--- src/rtl/flow_pop_pkg.sv ---
// flow_pop_pkg: shared FSM type and index helpers for the flow pop scheduler.
package flow_pop_pkg;

  // Widest one-hot vector onehot_to_idx accepts; callers zero-extend into it.
  localparam int unsigned MaxFlows = 64;

  typedef enum logic [1:0] {
    IDLE,
    WAIT,
    HOLD
  } pop_state_t;

  // Width of a binary flow index, never less than one bit.
  function automatic int unsigned flow_idx_w(input int unsigned flows);
    int unsigned w;
    w = 1;
    if (flows > 1) begin
      w = $clog2(flows);
    end
    return w;
  endfunction

  // Binary index of the set bit of a one-hot vector; zero when no bit is set.
  function automatic int unsigned onehot_to_idx(input logic [MaxFlows-1:0] oh);
    int unsigned idx;
    idx = 0;
    for (int unsigned i = 0; i < MaxFlows; i++) begin
      if (oh[i]) begin
        idx = idx | i;
      end
    end
    return idx;
  endfunction

endpackage

--- src/rtl/rr_flow_arbiter.sv ---
// rr_flow_arbiter: picks one requesting flow per cycle, one-hot and binary.
// Build option FLOW_POP_STRICT_PRIO_EN: lowest index always wins and the pointer stays at 0.
module rr_flow_arbiter
  import flow_pop_pkg::*;
#(
  parameter int unsigned  FLOWS  = 10,
  localparam int unsigned FIDX_W = flow_idx_w(FLOWS)
) (
  input  logic              clk,
  input  logic              rst,
  input  logic [FLOWS-1:0]  req,
  input  logic              advance,
  output logic [FLOWS-1:0]  grant,
  output logic [FIDX_W-1:0] grant_idx,
  output logic              any
);

  localparam int unsigned SUM_W = FIDX_W + 1;

  logic [FIDX_W-1:0] ptr_q;
  logic [FIDX_W-1:0] ptr_d;
  logic [FLOWS-1:0]  req_rot;
  logic [FIDX_W-1:0] off;
  logic [SUM_W-1:0]  sum;
  logic              found;

  // Rotate so bit 0 is the flow under the pointer; the lowest set bit is then the winner.
  assign req_rot = FLOWS'({req, req} >> ptr_q);

  // Find the first requester at or after the pointer and map it back to its flow number.
  always_comb begin
    found = 1'b0;
    off   = '0;
    for (int unsigned i = 0; i < FLOWS; i++) begin
      if (req_rot[i] && !found) begin
        found = 1'b1;
        off   = FIDX_W'(i);
      end
    end
    sum = SUM_W'(ptr_q) + SUM_W'(off);
    if (sum >= SUM_W'(FLOWS)) begin
      sum = sum - SUM_W'(FLOWS);
    end
    grant = '0;
    if (found) begin
      grant = FLOWS'(1) << sum;
    end
  end

  assign any       = |req;
  assign grant_idx = FIDX_W'(onehot_to_idx(MaxFlows'(grant)));

`ifdef FLOW_POP_STRICT_PRIO_EN
  // Search always starts at flow 0, which makes the rotation an identity.
  assign ptr_d = '0;
`else
  // Resume just after the flow that was granted, wrapping at the last flow.
  assign ptr_d = (grant_idx == FIDX_W'(FLOWS - 1)) ? '0 : grant_idx + FIDX_W'(1);
`endif

  // Pointer moves only when the grant is actually used.
  always_ff @(posedge clk) begin
    if (rst) begin
      ptr_q <= '0;
    end else if (advance && any) begin
      ptr_q <= ptr_d;
    end
  end

endmodule

--- src/rtl/flow_pop_scheduler.sv ---
// flow_pop_scheduler: dequeue-side controller for the per-flow rank store.
// Tracks per-flow occupancy from the observed enqueue traffic, pops a non-empty flow,
// captures the store's reply and holds it on a valid/ready output.
// Build option FLOW_POP_STRICT_PRIO_EN: strict lowest-index priority instead of round-robin.
module flow_pop_scheduler
  import flow_pop_pkg::*;
#(
  parameter int unsigned  SIZE   = 50,
  parameter int unsigned  FLOWS  = 10,
  localparam int unsigned FIDX_W = flow_idx_w(FLOWS)
) (
  input  logic              clk,
  input  logic              rst,
  input  logic              push,
  input  logic [FLOWS-1:0]  push_flow,
  output logic              pop,
  output logic [FLOWS-1:0]  pop_flow,
  input  logic [31:0]       pop_value,
  input  logic [31:0]       pop_rank,
  input  logic              pop_valid,
  output logic              out_valid,
  input  logic              out_ready,
  output logic [31:0]       out_value,
  output logic [31:0]       out_rank,
  output logic [FIDX_W-1:0] out_flow,
  output logic [FLOWS-1:0]  flows_nonempty,
  output logic              overflow
);

  localparam int unsigned      CNT_W    = $clog2(SIZE + 1);
  localparam logic [CNT_W-1:0] CNT_FULL = CNT_W'(SIZE);
  localparam logic [CNT_W-1:0] CNT_ONE  = CNT_W'(1);

  pop_state_t        state_q;
  logic [CNT_W-1:0]  count_q [FLOWS];
  logic [CNT_W-1:0]  count_d [FLOWS];
  logic              overflow_d;
  logic [FLOWS-1:0]  eligible;
  logic [FLOWS-1:0]  grant;
  logic [FIDX_W-1:0] grant_idx;
  logic [FIDX_W-1:0] pend_idx_q;
  logic              any_eligible;
  logic              issue;

  // Eligibility uses registered counts only, so a same-cycle push never makes a flow
  // poppable and the store's empty-flow bypass path is never relied on.
  always_comb begin
    eligible = '0;
    for (int unsigned i = 0; i < FLOWS; i++) begin
      eligible[i] = (count_q[i] != '0);
    end
  end

  assign flows_nonempty = eligible;

  rr_flow_arbiter #(
    .FLOWS (FLOWS)
  ) u_arb (
    .clk       (clk),
    .rst       (rst),
    .req       (eligible),
    .advance   (issue),
    .grant     (grant),
    .grant_idx (grant_idx),
    .any       (any_eligible)
  );

  // Pop goes out from IDLE, or from HOLD in the very cycle the held entry is accepted.
  always_comb begin
    issue = 1'b0;
    unique case (state_q)
      IDLE:    issue = any_eligible;
      HOLD:    issue = out_ready && any_eligible;
      default: issue = 1'b0;
    endcase
  end

  assign pop      = issue;
  assign pop_flow = issue ? grant : '0;

  // Occupancy: push without pop counts up (saturating, flagging overflow), pop without
  // push counts down, and a push and pop of the same flow cancel.
  always_comb begin
    overflow_d = overflow;
    for (int unsigned i = 0; i < FLOWS; i++) begin
      count_d[i] = count_q[i];
      if (push && push_flow[i] && !pop_flow[i]) begin
        if (count_q[i] == CNT_FULL) begin
          overflow_d = 1'b1;
        end else begin
          count_d[i] = count_q[i] + CNT_ONE;
        end
      end else if (!(push && push_flow[i]) && pop_flow[i]) begin
        count_d[i] = count_q[i] - CNT_ONE;
      end
    end
  end

  // Count and sticky overflow registers.
  always_ff @(posedge clk) begin
    if (rst) begin
      for (int unsigned i = 0; i < FLOWS; i++) begin
        count_q[i] <= '0;
      end
      overflow <= 1'b0;
    end else begin
      count_q  <= count_d;
      overflow <= overflow_d;
    end
  end

  // Control FSM with registered downstream outputs.
  always_ff @(posedge clk) begin
    if (rst) begin
      state_q    <= IDLE;
      pend_idx_q <= '0;
      out_valid  <= 1'b0;
      out_value  <= '0;
      out_rank   <= '0;
      out_flow   <= '0;
    end else begin
      case (state_q)
        IDLE: begin
          if (issue) begin
            pend_idx_q <= grant_idx;
            state_q    <= WAIT;
          end
        end
        WAIT: begin
          // No timeout: a missing reply is a store protocol violation.
          if (pop_valid) begin
            out_value <= pop_value;
            out_rank  <= pop_rank;
            out_flow  <= pend_idx_q;
            out_valid <= 1'b1;
            state_q   <= HOLD;
          end
        end
        HOLD: begin
          if (out_ready) begin
            out_valid <= 1'b0;
            if (issue) begin
              pend_idx_q <= grant_idx;
              state_q    <= WAIT;
            end else begin
              state_q <= IDLE;
            end
          end
        end
        default: begin
          state_q <= IDLE;
        end
      endcase
    end
  end

endmodule

--- config.mk ---
export PLATFORM = sky130hd
export DESIGN_NAME = flow_pop_scheduler
export DESIGN_NICKNAME = d
export VERILOG_FILES = /design/src/rtl/flow_pop_pkg.sv /design/src/rtl/rr_flow_arbiter.sv /design/src/rtl/flow_pop_scheduler.sv
export SDC_FILE = /design/constraint.sdc
export NUM_CORES = 1
export LEC_CHECK = 0
export ABC_AREA = 0
export CAP_MARGIN = 30
export CORE_MARGIN = 4
export CORE_UTILIZATION = 44
export DETAILED_ROUTE_END_ITERATION = 16
export PLACE_DENSITY = 0.69
export SLEW_MARGIN = 20
export SYNTH_ARGS = -nofsm -noshare
export SYNTH_HDL_FRONTEND = slang
export SYNTH_SLANG_ARGS = --single-unit
--- constraint.sdc ---
create_clock -name clk -period 12.01 [get_ports clk]
set_input_delay 2.402 -clock clk [delete_from_list [all_inputs] [get_ports clk]]
set_output_delay 2.402 -clock clk [all_outputs]
set_load 0.02 [all_outputs]
==> impl_metrics.tcl <==
set metrics [dict create \
    status "complete, no violations" \
    die_x_um 152.4 \
    first_iter_violations 569 \
    max_slew_margin_pct 36.01 \
    syn_avg_cell_area_um2 8.124 \
    synth_edf_count 0 \
    port_buffers 169 \
    path_max_fanout 17 \
    path_clk_slew_ns 0.07 \
    report.final.hold_viol_count 0 \
    leakage_nw 4.840 \
    final_cell_area_um2 11660 \
    post-dp-hpwl_um 18570 \
    cts_resized 0 \
    clkLatencyLatePin_ns 0.43 \
    multi_input_area_um2 6016 \
    synth.net_count 1264 \
    initial_core_util_pct 45.04 \
    critPathCaptureType "output pin" \
    final.fill_count 1881 \
    synth-async-reset-ratio_pct 0 \
    drt-pass1-iter-count 5 \
    synthesis.area_um2 9173 \
    drc 0 \
    die_h_um 152.4 \
    maxCapViolations 0 \
    ir_drop_v 0.0001459 \
    coreArea_um2 20360 \
    totalWireLength_um 25060 \
    ioPinCount 170 \
    grtUsageTotal_pct 21.32 \
    dp_cells 1517 \
    clk_path_buf_depth 2 \
    gp_congestion 0.9333 \
    finalCriticalPeriod_ns 9.467 \
    cts_tree "yes" \
    required_ns 9.61 \
    cts_hold_buf 0 \
    gr-total-overflow 0 \
    hold_path.class "reg2reg" \
    antenna_found_initial 0 \
    vias 8536 \
    synthCells 1129 \
    skew_ns 0.01445 \
    num-nets-final 1403 \
    rows 52 \
    crit_type "reg2out" \
    yosysUniqueCellTypes 69 \
    grt_pass1_vias 7998 \
    yosysSeqAreaShare_pct 30.56 \
    grt_max_degree 97 \
    cts_buffers 17 \
    start_kind "register" \
    ys_ff_latch 140 \
    rsz0062_at_grt "false" \
    setup_viol 0 \
    cp.arrival_ns 7.07 \
    wl_per_cell_um 16.16 \
    yosysWarnings 0 \
    tightest_slew_ns 0.9356 \
    htree_levels 4 \
    clock.fmax_mhz 105.6 \
    p_per_area_nw_per_um2 256.1 \
    slew_viol_final 0 \
    fin_tns_setup_ns 0 \
    diodes 0 \
    fin_crit_sh_pct 78.83 \
    ant_nets 0 \
    place_ws_ns 3.083 \
    grt_pass1_wl_um 41360 \
    syn2layout_area_growth_pct 27.13 \
    clockRootBuffer "clkbuf_16" \
    drive_gt1_share_pct 7.026 \
    cts_setup_buffers 0 \
    avgViaCountPerCell 5.504 \
    setup_slack_ns 2.543 \
    fin_cells 1551 \
    die_area_um2 23220 \
    synth_ff_type "dfxtp_1" \
    dpl-instance-area_um2 11050 \
    clock-sinks 140 \
    regArea_um2 2803 \
]
==> routing by layer <==
layer	global-route usage, %	routed length [µm]	vias up	share of wire (%)
met5	0	0	-	0
met4	7.235	684	0	2.7
met3	4.118	1274	48	5.1
met2	36.13	12230	234	49
met1	27.29	10870	4023	43
li1	-	-	4231	-
==> layout make-up <==
type,count,area share (%)
multi-input combinational,894,51.59
sequential,140,24.03
timing repair buffer,177,15.27
clock buffer,17,3.648
tap,270,2.897
clock inverter,15,1.341
inverter,38,1.223
==> worst max-delay path, stage by stage (launching register included) <==
cell and delay [ns]:
dfxtp_1 0.74, inv_1 0.47, a2111oi_0 0.85, a2111oi_4 0.10, and2_1 0.23, o21ai_0 0.31
nor2b_1 0.09, o2bb2ai_1 0.15, ha_1 0.21, fa_1 0.40, xor2_1 0.39, inv_1 0.13
ha_1 0.25, o311ai_0 0.12, a41oi_1 0.33, xnor2_1 0.46, nand3_1 0.28, nor2_1 0.17
o21ai_1 0.16, inv_1 0.14, clkdlybuf4s50_1 0.62
==> synthesized netlist by cell type, types with 4 or more instances <==
| master | n | area (µm²) |
|---|---|---|
| ha_1 | 45 | 563.0 |
| a21o_1 | 18 | 135.1 |
| o211ai_1 | 4 | 30.03 |
| xor2_1 | 11 | 96.34 |
| o21ai_1 | 9 | 45.04 |
| a31oi_1 | 4 | 25.02 |
| inv_2 | 8 | 30.03 |
| nor2b_1 | 58 | 362.9 |
| mux4_2 | 10 | 225.2 |
| mux2_1 | 50 | 563.0 |
| a22o_1 | 7 | 61.31 |
| and2_1 | 4 | 25.02 |
| nand2_1 | 170 | 638.1 |
| o211a_1 | 8 | 80.08 |
| nor4_4 | 5 | 106.4 |
| dfxtp_1 | 140 | 2803 |
| mux2i_1 | 24 | 240.2 |
| a21oi_2 | 7 | 61.31 |
| o21bai_1 | 9 | 67.56 |
| a2111oi_0 | 6 | 52.55 |
| buf_1 | 5 | 18.77 |
| nor4_1 | 4 | 25.02 |
| or3_1 | 12 | 75.07 |
| nand2b_1 | 23 | 143.9 |
| nor3_1 | 26 | 130.1 |
| fa_1 | 11 | 220.2 |
| o21ai_0 | 12 | 60.06 |
| xnor2_1 | 23 | 201.4 |
| nand4_1 | 5 | 31.28 |
| or4_1 | 7 | 52.55 |
| inv_1 | 30 | 112.6 |
| clkbuf_1 | 48 | 180.2 |
| nor2_1 | 118 | 442.9 |
| nand3_1 | 31 | 155.2 |
| or2_2 | 4 | 25.02 |
| a21oi_1 | 118 | 590.6 |
==> final timing paths <==
| path | cells after the start | slack, ns | startpoint | endpoint |
|---|---|---|---|---|
| setup reg to reg | 27 | 4.10 | u_arb.ptr_q[0]$_SDFFE_PP0P_ | count_q[23]$_SDFFE_PP0P_ |
| setup / recovery | 20 | 2.54 | u_arb.ptr_q[0]$_SDFFE_PP0P_ | pop_flow[9] |
| hold reg to reg | 2 | 0.45 | out_value[24]$_SDFFE_PP0P_ | out_value[24]$_SDFFE_PP0P_ |
| hold / removal | 2 | 0.45 | out_value[24]$_SDFFE_PP0P_ | out_value[24]$_SDFFE_PP0P_ |
==> sequential cells by signal (all words and copies together), names as in the netlist <==
name / flops
out_valid: 1
out_value: 32
pend_idx_q: 4
count_q: 60
out_flow: 4
overflow: 1
state_q: 2
u_arb.ptr_q: 4
out_rank: 32
==> cell usage in the layout (no fill, tap or decap), types with 11 or more instances in the layout <==
cell type / Yosys / layout
a21oi_1: 118 / 118
mux2_1: 50 / 50
nor3_1: 26 / 26
a21o_1: 18 / 18
nand2b_1: 23 / 23
inv_1: 30 / 30
ha_1: 45 / 45
o21ai_0: 12 / 12
dfxtp_1: 140 / 140
xor2_1: 11 / 11
nand2_1: 170 / 170
xnor2_1: 23 / 23
clkdlybuf4s50_1: 0 / 168
clkbuf_16: 0 / 17
nor2b_1: 58 / 58
or3_1: 12 / 12
fa_1: 11 / 11
nor2_1: 118 / 117
nand3_1: 31 / 31
mux2i_1: 24 / 24
==> report_power, final <==
part,internal (mW),total (mW),switching (mW)
clock network,0.292,0.524,0.232
logic,0.788,1.81,1.02
registers,0.551,0.654,0.103
total,1.63,2.99,1.36
==> per-stage QoR <==
stage	util (%)	hold slack (ns)	total power [mW]
after floorplan	-	0.4315	1.967
after global placement	54.12	0.4413	2.407
after detailed placement	54.28	0.4453	2.445
after CTS	57.13	0.4549	2.986
after global routing	57.26	0.4666	3.223
final	57.26	0.4524	2.987
==> cells by family (layout without fill, tap and decap cells) <==
group | after synthesis | count (layout) | synth area share (%)
muxes | 87 | 87 | 11.58
and+or+nand+nor | 477 | 477 | 25.09
AOI/OAI and AO/OA | 240 | 240 | 16.98
xor gates and xnor gates | 34 | 34 | 3.246
adders and majority gates | 56 | 56 | 8.539
buffers and inverters | 95 | 247 | 4.010
DFF | 140 | 140 | 30.56
Power figures use the tool's default switching activity.
